File: src/rtl/sseg_scan_driver.sv
// Time-multiplexed hex seven-segment scanner with per-digit dp, blanking and leading-zero suppression.
// Pins are registered: load -> pins after 2 edges, tick -> new digit on pins one edge later; no backpressure.
module sseg_scan_driver #(
    parameter int DIGITS         = 4,
    parameter int CLK_DIV        = 50000,
    parameter bit SEG_ACTIVE_LOW = 1'b1,
    parameter bit AN_ACTIVE_LOW  = 1'b1
) (
    input  logic                  clk,
    input  logic                  rst_n,
    input  logic [4*DIGITS-1:0]   value,
    input  logic [DIGITS-1:0]     dp,
    input  logic [DIGITS-1:0]     blank_mask,
    input  logic                  lz_blank,
    input  logic                  load,
    output logic [6:0]            sseg,
    output logic                  dp_out,
    output logic [DIGITS-1:0]     an,
    output logic                  frame_done
);

    localparam int PRE_W = (CLK_DIV > 1) ? $clog2(CLK_DIV) : 1;
    localparam int IDX_W = (DIGITS > 1) ? $clog2(DIGITS) : 1;

    localparam logic [PRE_W-1:0]  PRE_LAST = PRE_W'(CLK_DIV - 1);
    localparam logic [IDX_W-1:0]  IDX_LAST = IDX_W'(DIGITS - 1);

    localparam logic [6:0]        SEG_BLANK_RAW = 7'b1111111;
    localparam logic [6:0]        SEG_OFF       = SEG_ACTIVE_LOW ? 7'b1111111 : 7'b0000000;
    localparam logic              DP_OFF        = SEG_ACTIVE_LOW;
    localparam logic [DIGITS-1:0] AN_OFF        = AN_ACTIVE_LOW ? {DIGITS{1'b1}} : {DIGITS{1'b0}};

    // Glyphs in active-low abcdefg form (a at bit 6).
    function automatic logic [6:0] hex_glyph(input logic [3:0] nib);
        logic [6:0] g;
        case (nib)
            4'h0:    g = 7'b0000001;
            4'h1:    g = 7'b1001111;
            4'h2:    g = 7'b0010010;
            4'h3:    g = 7'b0000110;
            4'h4:    g = 7'b1001100;
            4'h5:    g = 7'b0100100;
            4'h6:    g = 7'b0100000;
            4'h7:    g = 7'b0001111;
            4'h8:    g = 7'b0000000;
            4'h9:    g = 7'b0000100;
            4'hA:    g = 7'b0001000;
            4'hB:    g = 7'b1100000;
            4'hC:    g = 7'b0110001;
            4'hD:    g = 7'b1000010;
            4'hE:    g = 7'b0110000;
            default: g = 7'b0111000;
        endcase
        return g;
    endfunction

    logic [PRE_W-1:0]    pre_q, pre_d;
    logic [IDX_W-1:0]    idx_q, idx_d;
    logic [4*DIGITS-1:0] value_sh_q, value_sh_d;
    logic [DIGITS-1:0]   dp_sh_q, dp_sh_d;
    logic [DIGITS-1:0]   blank_sh_q, blank_sh_d;
    logic                lz_sh_q, lz_sh_d;
    logic [6:0]          sseg_q, sseg_d;
    logic                dp_out_q, dp_out_d;
    logic [DIGITS-1:0]   an_q, an_d;
    logic                frame_done_q, frame_done_d;

    logic                tick;
    logic [DIGITS-1:0]   upper_zero;
    logic [DIGITS-1:0]   lz_sup;
    logic [DIGITS-1:0]   sel_onehot;
    logic [3:0]          cur_nib;
    logic                cur_dp;
    logic                cur_blank;
    logic                cur_lz;
    logic [6:0]          seg_raw;
    logic                dp_lit;

    // Prescaler, digit index and shadow capture.
    always_comb begin
        tick       = (pre_q == PRE_LAST);
        pre_d      = tick ? '0 : pre_q + PRE_W'(1);
        idx_d      = idx_q;
        if (tick) begin
            idx_d = (idx_q == IDX_LAST) ? '0 : idx_q + IDX_W'(1);
        end
        value_sh_d = load ? value      : value_sh_q;
        dp_sh_d    = load ? dp         : dp_sh_q;
        blank_sh_d = load ? blank_mask : blank_sh_q;
        lz_sh_d    = load ? lz_blank   : lz_sh_q;
    end

    // upper_zero[k]: shadow digits k..DIGITS-1 are all zero.
    always_comb begin
        upper_zero             = '0;
        lz_sup                 = '0;
        upper_zero[DIGITS-1]   = (value_sh_q[4*(DIGITS-1) +: 4] == 4'h0);
        for (int k = DIGITS - 2; k >= 0; k--) begin
            upper_zero[k] = upper_zero[k+1] && (value_sh_q[4*k +: 4] == 4'h0);
        end
        for (int k = 1; k < DIGITS; k++) begin
            lz_sup[k] = lz_sh_q && upper_zero[k];
        end
    end

    // Select the digit currently addressed by idx.
    always_comb begin
        sel_onehot = '0;
        cur_nib    = 4'h0;
        cur_dp     = 1'b0;
        cur_blank  = 1'b0;
        cur_lz     = 1'b0;
        for (int k = 0; k < DIGITS; k++) begin
            if (idx_q == IDX_W'(k)) begin
                sel_onehot[k] = 1'b1;
                cur_nib       = value_sh_q[4*k +: 4];
                cur_dp        = dp_sh_q[k];
                cur_blank     = blank_sh_q[k];
                cur_lz        = lz_sup[k];
            end
        end
    end

    // Blank mask beats suppression; a suppressed digit keeps its dp.
    always_comb begin
        seg_raw = hex_glyph(cur_nib);
        dp_lit  = cur_dp;
        if (cur_blank) begin
            seg_raw = SEG_BLANK_RAW;
            dp_lit  = 1'b0;
        end else if (cur_lz) begin
            seg_raw = SEG_BLANK_RAW;
        end
        sseg_d       = SEG_ACTIVE_LOW ? seg_raw : ~seg_raw;
        dp_out_d     = SEG_ACTIVE_LOW ? ~dp_lit : dp_lit;
        an_d         = AN_ACTIVE_LOW ? ~sel_onehot : sel_onehot;
        frame_done_d = tick && (idx_q == IDX_LAST);
    end

    always_ff @(posedge clk or negedge rst_n) begin
        if (!rst_n) begin
            pre_q        <= '0;
            idx_q        <= '0;
            value_sh_q   <= '0;
            dp_sh_q      <= '0;
            blank_sh_q   <= '0;
            lz_sh_q      <= 1'b0;
            sseg_q       <= SEG_OFF;
            dp_out_q     <= DP_OFF;
            an_q         <= AN_OFF;
            frame_done_q <= 1'b0;
        end else begin
            pre_q        <= pre_d;
            idx_q        <= idx_d;
            value_sh_q   <= value_sh_d;
            dp_sh_q      <= dp_sh_d;
            blank_sh_q   <= blank_sh_d;
            lz_sh_q      <= lz_sh_d;
            sseg_q       <= sseg_d;
            dp_out_q     <= dp_out_d;
            an_q         <= an_d;
            frame_done_q <= frame_done_d;
        end
    end

    assign sseg       = sseg_q;
    assign dp_out     = dp_out_q;
    assign an         = an_q;
    assign frame_done = frame_done_q;

endmodule

File: config.mk
export PLATFORM = sky130hd
export DESIGN_NAME = sseg_scan_driver
export DESIGN_NICKNAME = d
export VERILOG_FILES = /design/src/rtl/sseg_scan_driver.sv
export SDC_FILE = /design/constraint.sdc
export NUM_CORES = 1
export LEC_CHECK = 0
export ABC_AREA = 1
export CAP_MARGIN = 20
export CORE_MARGIN = 4
export CORE_UTILIZATION = 40
export CTS_BUF_LIST = sky130_fd_sc_hd__clkbuf_8 sky130_fd_sc_hd__clkbuf_16
export DETAILED_ROUTE_END_ITERATION = 6
export GPL_TIMING_DRIVEN = 1
export HOLD_SLACK_MARGIN = 0.1
export SLEW_MARGIN = 30
export SYNTH_ARGS = -nofsm -noshare
export SYNTH_HDL_FRONTEND = slang
export SYNTH_SLANG_ARGS = --single-unit
File: constraint.sdc
create_clock -name clk -period 3.6 [get_ports clk]
set_clock_uncertainty 0.1 [all_clocks]
set_input_delay 0.36 -clock clk [delete_from_list [all_inputs] [get_ports clk]]
set_output_delay 0.36 -clock clk [all_outputs]
set_load 0.02 [all_outputs]
# Word level (Yosys, flattened, before mapping)
# Memory sizes are Yosys's and may differ from the RTL's.
# Index checks and enable logic that the tools add are counted.
# word_totals
rom_bits,112
elab_cells,53
ff_bits,56
input_bits,28
out_inout_bits,13
mem_count,1
# memory_table
name,words,word_bits,read_ports,rd_clocked_by_memory_dff,write_ports,line,rtl
(no name shown),16,7,1,0,0,36,case (nib)
# op_classes
bitwise,2
n_mux,24
n_addsub,2
reduce_logical,10
n_eq_ne,4
# ops
op,n
"adder 16 x 1 -> 16 bit, second input constant",1
"== test 16 bit, second input constant",1
two-way mux 1 bit,16
two-way mux 16 bit,1
two-way mux 4 bit,4
two-way mux 7 bit,2
logical NOT 4 bit,3
logical AND 1 bit,6
"== test 2 bit, second input constant",2
inverter 4 bit,1
"adder 2 x 1 -> 2 bit, second input constant",1
"== test 2 x 1 -> 1 bit, second input constant",1
logical NOT 2 bit,1
two-way mux 2 bit,1
inverter 1 bit,1

# Longest topological paths before layout
# Gate-level depths: netlist (run 1).
# logic_depth
ltp_word,9
ltp_mapped,14

# Worst setup path after synthesis (run 1)
# Ideal clock, no wire load.
# synth_timing
kind,register to register
startpoint,register idx_q[1]
endpoint,register sseg_q[1] (netlist: sseg[1])
arrival_ns,1.703
setup_slack_ns,1.719
required_ns,3.423
synth_period_minus_slack_ns,1.881
stages_incl_launch_ff,15
path_cell_list,dfrtp_1 inv_1 ha_1 inv_4 nor2_2 nor2_1 nand2_1 nand2_1 nand2_2 inv_1 ha_1 nand3_1 nor2_1 nor2_1 nand2_1
# synth_between
elab_chain_len,8
word_cells_on_any_way,18
cone_classes,eq/ne (3); mux (13); reduce/logical (1); memory (1)
# synth_lines
element,line,rtl
"start, declared",58,"logic [IDX_W-1:0] idx_q, idx_d;"
"start signal, assigned",154,idx_q <= idx_d;
logical NOT 2 bit,114,if (idx_q == IDX_W'(k)) begin
two-way mux 4 bit (4 in a row),114,
memory read (16 x 7 bit),--,
two-way mux 7 bit,131,end else if (cur_lz) begin
two-way mux 7 bit *,128,if (cur_blank) begin
via seg_raw[1],76,logic [6:0] seg_raw;
"end signal, assigned",159,sseg_q <= sseg_d;
"end, declared",63,"logic [6:0] sseg_q, sseg_d;"
# The timed path passes the listed nets; every way through them passes the cells marked *.
# A chain may end at the register's enable or synchronous reset.

# Worst setup path in the final report (run 1)
# layout_timing
startpoint,register idx_q[0]
endpoint,register sseg_q[3] (netlist: sseg[3])
# Same word-level chain as after synthesis.

==> run summary, run 1 <==
## Timing
* setup TNS: 0 ps
* Worst Slack Setup Final: 1190 ps
* final hold violation count: 0
* final critical-path share of the clock period: 67.0%
* Setup-failing EPs final: 0
* top achievable clock speed: 0.414 GHz
* headroom to the max-slew limit: 46.0%
* max-slew violation total from the final report: 0
* final critical-path required period: 2410 ps
* slew at the pin with the worst max-slew slack: 807 ps
* setup repair after global routing missed its margin: no

## Layout
* Antenna diodes: 0
* fraction of layout cells with a size suffix above 1: 14.5%
* most frequent standard cell in the layout excluding fill and tap cells: sky130_fd_sc_hd__nand2_1
* post-synthesis to final-layout area growth: 20.8%
* number of nets at the end of the flow: 430
* most frequent cells in the layout: sky130_fd_sc_hd__nand2_1, sky130_fd_sc_hd__dfrtp_1, sky130_fd_sc_hd__inv_1, sky130_fd_sc_hd__clkdlybuf4s50_1, sky130_fd_sc_hd__nor2_1

## Run
* number of max-capacitance violations reported: 0

## Critical path
* RR Startpoint: idx_q[0]
* cells along the critical path: inv_1 > ha_1 > clkinv_1 > o211ai_1 > nand2_1 > nand2_2 > inv_1 > ha_1 > nand3_1 > nand2_1 > nand2_1 > nand3_1
* most numerous cell on the critical path: sky130_fd_sc_hd__nand2_1
* last element of the critical path: sseg[3]
* R2R depth: 12
* endpoint type of the worst setup path: register
* crit path DAT: 2540 ps
* worst path required time: 3730 ps
* type of element launching the critical path: register
* terminus of the critical flop-to-flop path: sseg[3]
* maximum fanout along the worst path: 11
* Worst path max stage delay: 410 ps
* slowest library cell on the worst path: sky130_fd_sc_hd__dfrtp_1
* reg2reg setup slack: 1190 ps
* critical path class: reg -> reg
* source of the critical timing path: idx_q[0]

## Logic synthesis
* portion of the post-synthesis area used by sequential elements: 48.1%
* number of enable flip-flop cells after synthesis: 0
* dominant cells by area after synthesis: sky130_fd_sc_hd__dfrtp_1, sky130_fd_sc_hd__nand2_1, sky130_fd_sc_hd__dfstp_2, sky130_fd_sc_hd__inv_1, sky130_fd_sc_hd__nand3_1
* fraction of registers with async set/reset: 100%
* post-synthesis sequential element count: 56
* synthesized area divided by synthesized cell count: 8.50 µm²
* nets in the synthesized netlist: 385
* cell type with the largest total area after synthesis: sky130_fd_sc_hd__dfrtp_1
* Synth Flop Type: sky130_fd_sc_hd__dfrtp_1
* synthesized instance count: 346
* count of cell types in the netlist: 36
* YS warnings: 0
* total standard cell area after synthesis: 0.00294 mm²
* area share of the largest cell type after synthesis: 37.4%

## Die
* site row count: 30
* Vert. Die Dim: 93.8 µm
* floorplan core area: 0.00698 mm²
* DIE AREA: 0.00879 mm²
* initial core utilization: 42.1%
* Horiz. Die Dim: 93.8 µm
* top-level port count: 41

## Clock network
* number of CTS-inserted buffers: 5
* CTS Sinks: 56
* CTS tree: built
* quantity of gates resized following cts: 0
* cell chosen for the clock root: sky130_fd_sc_hd__clkbuf_8
* Setup Fix Bufs, Post-CTS: 0
* Longest Clk Path Bufs: 2
* worst-skew pair later-pin latency: 310 ps
* post-CTS clock slew at the launch and capture registers of the worst setup and hold paths: 90 ps
* number of H-tree levels: 2

## Global route
* all-layer global routing usage: 14.7%
* residual overflow from global routing: 0
* initial antenna violation count: 0
* vias in the first global route: 2305
* global-route wire length before repair: 10.2 mm
* largest net degree at the start of global routing: 30

## Route
* routed wire length on met3: 324 µm
* met2 wire length: 2.66 mm
* total routed wirelength: 5.84 mm
* detailed-route vias per instance: 4.79
* remaining antenna violation count after routing: 0
* detailed router's first-iteration violation count: 142
* post-route DRC violation count: 0
* routed via count: 2337
* Wirelength per Cell: 12.0 µm
* topmost layer with routed signal wires: met4
* first-pass iteration count of the detailed router: 4
* sum of routed wire segments on met1: 2.72 mm

## Pwr
* Leakage: 1.77 nW
* peak supply drop: 0.000139 V
* areal power density over the cells: 352 mW/mm²

## Placed design
* routability cong.: 0.889
* Port-buffer cells: 40
* DP HPWL: 4.55 mm
* worst slack at placement: 1230 ps

## Run status
* result of the run: finished, final reports clean

## Min path
* type of the worst min-delay path: reg -> reg

how the worst min path moves through the flow:
stage,cells past startpoint,endpoint,startpoint
4_1_cts,1,pre_q[0],pre_q[0]
5_1_grt,1,pre_q[0],pre_q[0]
3_3_place_gp,1,value_sh_q[2],rst_n
2_1_floorplan,0,blank_sh_q[0],rst_n
3_5_place_dp,1,value_sh_q[2],rst_n
6_report,1,pre_q[0],pre_q[0]
where the power goes:
group | switching, W | internal, W
registers | 0.0000193 | 0.000677
clock network | 0.000193 | 0.000152
logic | 0.000111 | 0.0000969
synthesized netlist by cell type (4+ instances only):
master	n
sky130_fd_sc_hd__nand2_1	89
sky130_fd_sc_hd__dfrtp_1	44
sky130_fd_sc_hd__inv_1	39
sky130_fd_sc_hd__nor2_1	31
sky130_fd_sc_hd__nand3_1	29
sky130_fd_sc_hd__o21ai_0	20
sky130_fd_sc_hd__dfstp_2	12
sky130_fd_sc_hd__mux2_2	12
sky130_fd_sc_hd__ha_1	11
sky130_fd_sc_hd__a21oi_1	8
sky130_fd_sc_hd__nand2_2	7
sky130_fd_sc_hd__nor3_1	6
sky130_fd_sc_hd__nand3_2	4
sky130_fd_sc_hd__xor2_1	4
cell families after synthesis:
| group | synth area share (%) |
|---|---|
| AO/OA/AOI/OAI | 6.55 |
| adder cells (fa/ha/maj) | 4.68 |
| XOR/XNOR | 1.49 |
| buffers and inverters | 6.93 |
| AND/OR/NAND/NOR | 27.6 |
| multiplexers | 4.59 |
| flip-flops | 48.1 |
critical path: cells and delay by family (launching register included):
kind,cells,cell delay [ps]
adder cells (fa/ha/maj),2,650
buffers and inverters,3,510
AND/OR/NAND/NOR,6,500
flip-flops,1,410
AO/OA/AOI/OAI,1,180
timing repair:
| item | in CTS | in global routing |
|---|---|---|
| endpoints found under the setup margin | 0 | 0 |
| hold buffers | 1 | 0 |
| endpoints found under the hold margin | 25 | 0 |
area by class of cell:
class                           count  area, µm²
Clock inverter                      2       7.51
Clock buffer                        6       82.6
Fill cell                         679       3430
Inverter                           43        178
Timing Repair Buffer               44        428
Sequential cell                    56       1420
Multi-Input combinational cell    241       1320
Tap cell                           96        120
state kept, by name (all words and copies together), names as in the netlist:
register	cells
idx_q	2
dp_out	1
blank_sh_q	4
value_sh_q	16
lz_sh_q	1
an	4
sseg	7
pre_q	16
dp_sh_q	4
frame_done	1
layer usage:
metal | up-vias | track usage [%]
met5 | - | 0
met4 | 0 | 6.14
met3 | 13 | 3.53
met2 | 60 | 23.5
met1 | 1070 | 19.0
li1 | 1194 | -
through the flow:
step	cell area (µm²)	instances	power, W	hold slack (ps)	utilization [%]
after floorplan	2940	346	0.000822	-35.6	-
after CTS	3550	488	0.00127	390	50.9
after detailed placement	3450	479	0.000918	309	49.5
after global routing	3550	488	0.00132	403	50.9
final	3550	488	0.00125	385	50.9
after global placement	3450	479	0.000917	309	49.5
(Power assumes the default switching activity.)
==> run 2: changes to the inputs <==
clock period = 2.35 ns   (was 3.6 ns; I/O delays follow)
==> run 2 against run 1 <==
Net effect:
- register-to-register slack worse by 970 ps
- worst setup slack got worse by 970 ps
- maximum frequency rose by 13%
- routed wire length grew 1.1%
- count of clock-buffer cells in the layout is the same
- via count fell by 0.98%
- global-route usage down 0.092 points
- clock power increased by 60%
- cell area up 1.1%
- critical path type unchanged
==> run summary, run 2 (same netlist as run 1, synthesis figures left out) <==
## Run status
* result of the run: finished, final reports clean

## Die
* Vert. Die Dim: 93.8 µm
* initial core utilization: 42.1%
* top-level port count: 41
* floorplan core area: 0.00698 mm²
* site row count: 30
* Horiz. Die Dim: 93.8 µm
* DIE AREA: 0.00879 mm²

## Critical path
* worst path required time: 2490 ps
* terminus of the critical flop-to-flop path: sseg[1]
* maximum fanout along the worst path: 10
* critical path class: reg -> reg
* R2R depth: 14
* type of element launching the critical path: register
* last element of the critical path: sseg[1]
* crit path DAT: 2270 ps
* source of the critical timing path: idx_q[1]
* endpoint type of the worst setup path: register
* reg2reg setup slack: 220 ps
* RR Startpoint: idx_q[1]

## Layout
* post-synthesis to final-layout area growth: 22.2%
* number of nets at the end of the flow: 432
* most frequent cells in the layout: sky130_fd_sc_hd__nand2_1, sky130_fd_sc_hd__dfrtp_1, sky130_fd_sc_hd__inv_1, sky130_fd_sc_hd__clkdlybuf4s50_1, sky130_fd_sc_hd__nor2_1
* total of fill cells in the finished design: 681
* number of cells in the finished layout apart from fillers: 490
* Antenna diodes: 0
* most frequent standard cell in the layout excluding fill and tap cells: sky130_fd_sc_hd__nand2_1
* combined area of the multi-input logic cells: 0.00133 mm²
* Sequential Area: 0.00142 mm²
* core occupancy in the finished layout: 51.5%
* fraction of layout cells with a size suffix above 1: 16.0%

## Timing
* final hold violation count: 0
* Setup-failing EPs final: 0
* setup TNS: 0 ps
* final critical-path share of the clock period: 90.7%
* headroom to the max-slew limit: 65.6%
* final critical-path required period: 2130 ps
* max-slew violation total from the final report: 0
* top achievable clock speed: 0.469 GHz
* slew at the pin with the worst max-slew slack: 515 ps
* setup repair after global routing missed its margin: no

## Placed design
* DP HPWL: 4.57 mm
* Port-buffer cells: 40
* routability cong.: 0.891
* Placed Cells: 481

## Clock network
* CTS Sinks: 56
* number of CTS-inserted buffers: 5
* Longest Clk Path Bufs: 2
* CTS tree: built
* cell chosen for the clock root: sky130_fd_sc_hd__clkbuf_8
* post-CTS clock slew at the launch and capture registers of the worst setup and hold paths: 100 ps
* worst-skew pair later-pin latency: 310 ps
* number of H-tree levels: 2

## Global route
* vias in the first global route: 2340
* initial antenna violation count: 0
* all-layer global routing usage: 14.6%
* residual overflow from global routing: 0
* global-route wire length before repair: 10.4 mm
* largest net degree at the start of global routing: 39

## Run
* number of max-capacitance violations reported: 0

## Min path
* type of the worst min-delay path: in -> async

## Route
* detailed-route vias per instance: 4.72
* first-pass iteration count of the detailed router: 4
* Wirelength per Cell: 12.0 µm
* remaining antenna violation count after routing: 0
* routed via count: 2314
* post-route DRC violation count: 0
* total routed wirelength: 5.90 mm
* detailed router's first-iteration violation count: 125

## Pwr
* Leakage: 1.78 nW
* areal power density over the cells: 540 mW/mm²
* peak supply drop: 0.000255 V

## run 2: cell types whose count changed in the layout (fill, tap and decap cells not counted)
cell	change
sky130_fd_sc_hd__inv_1	-2
sky130_fd_sc_hd__buf_12	+1
sky130_fd_sc_hd__buf_4	+1
sky130_fd_sc_hd__clkinvlp_4	+2
sky130_fd_sc_hd__ha_2	+2
sky130_fd_sc_hd__ha_1	-2
## run 2: per-layer routing
metal | global-route usage, % | wire, µm | share of wire (%) | up-vias
met4 | 4.33 | 93 | 1.6 | 0
met3 | 3.69 | 311 | 5.3 | 11
met2 | 23.2 | 2620 | 44 | 60
li1 | - | - | - | 1195
met5 | 0 | 0 | 0 | -
met1 | 19.6 | 2880 | 49 | 1048
## run 2: cell type report
| cell class | instances | share of cell area [%] |
|---|---|---|
| Sequential cell | 56 | 39.4 |
| Multi-Input combinational cell | 241 | 36.9 |
| Timing Repair Buffer | 46 | 12.7 |
| Inverter | 43 | 4.94 |
| Tap cell | 96 | 3.34 |
| Clock buffer | 6 | 2.30 |
| Clock inverter | 2 | 0.418 |
## run 2: critical path, cell delays in order (launching register included)
cell	delay, ps
sky130_fd_sc_hd__dfrtp_1	430
sky130_fd_sc_hd__inv_1	110
sky130_fd_sc_hd__ha_2	250
sky130_fd_sc_hd__inv_4	80
sky130_fd_sc_hd__nor2_2	130
sky130_fd_sc_hd__nor2_1	50
sky130_fd_sc_hd__nand2_1	60
sky130_fd_sc_hd__nand2_1	60
sky130_fd_sc_hd__nand2_2	120
sky130_fd_sc_hd__inv_1	100
sky130_fd_sc_hd__ha_1	250
sky130_fd_sc_hd__nand3_1	120
sky130_fd_sc_hd__nor2_1	60
sky130_fd_sc_hd__nor2_1	90
sky130_fd_sc_hd__nand2_1	50
## run 2: repair_timing
item | in CTS | in global routing
hold buffers | 1 | 0
setup buffers | 0 | 0
endpoints found under the hold margin | 12 | 0
setup endpoints to repair | 0 | 3
resized for setup | 0 | 2
## run 2: power breakdown
part	switching (W)	internal, W
Combinational	0.000172	0.000149
Clock	0.000313	0.000239
Sequential	0.0000304	0.00104
## run 2: worst min-delay path by stage
stage	cells past startpoint	endpoint	slack (ps)	from
6_report	2	pre_q[6]	320	rst_n
3_5_place_dp	1	pre_q[6]	130	rst_n
2_1_floorplan	0	blank_sh_q[0]	-160	rst_n
5_1_grt	2	pre_q[13]	350	rst_n
3_3_place_gp	1	pre_q[6]	130	rst_n
4_1_cts	2	pre_q[6]	330	rst_n
## run 2: per-stage QoR
stage | setup WS, ps | hold slack, ps | total power, W | instance area, µm²
finish | 219 | 319 | 0.00194 | 3590
global route | 36.8 | 352 | 0.00204 | 3590
CTS | 148 | 327 | 0.00197 | 3590
detailed placement | 185 | 135 | 0.00141 | 3480
global placement | 215 | 130 | 0.00141 | 3480
floorplan | 469 | -161 | 0.00126 | 2940
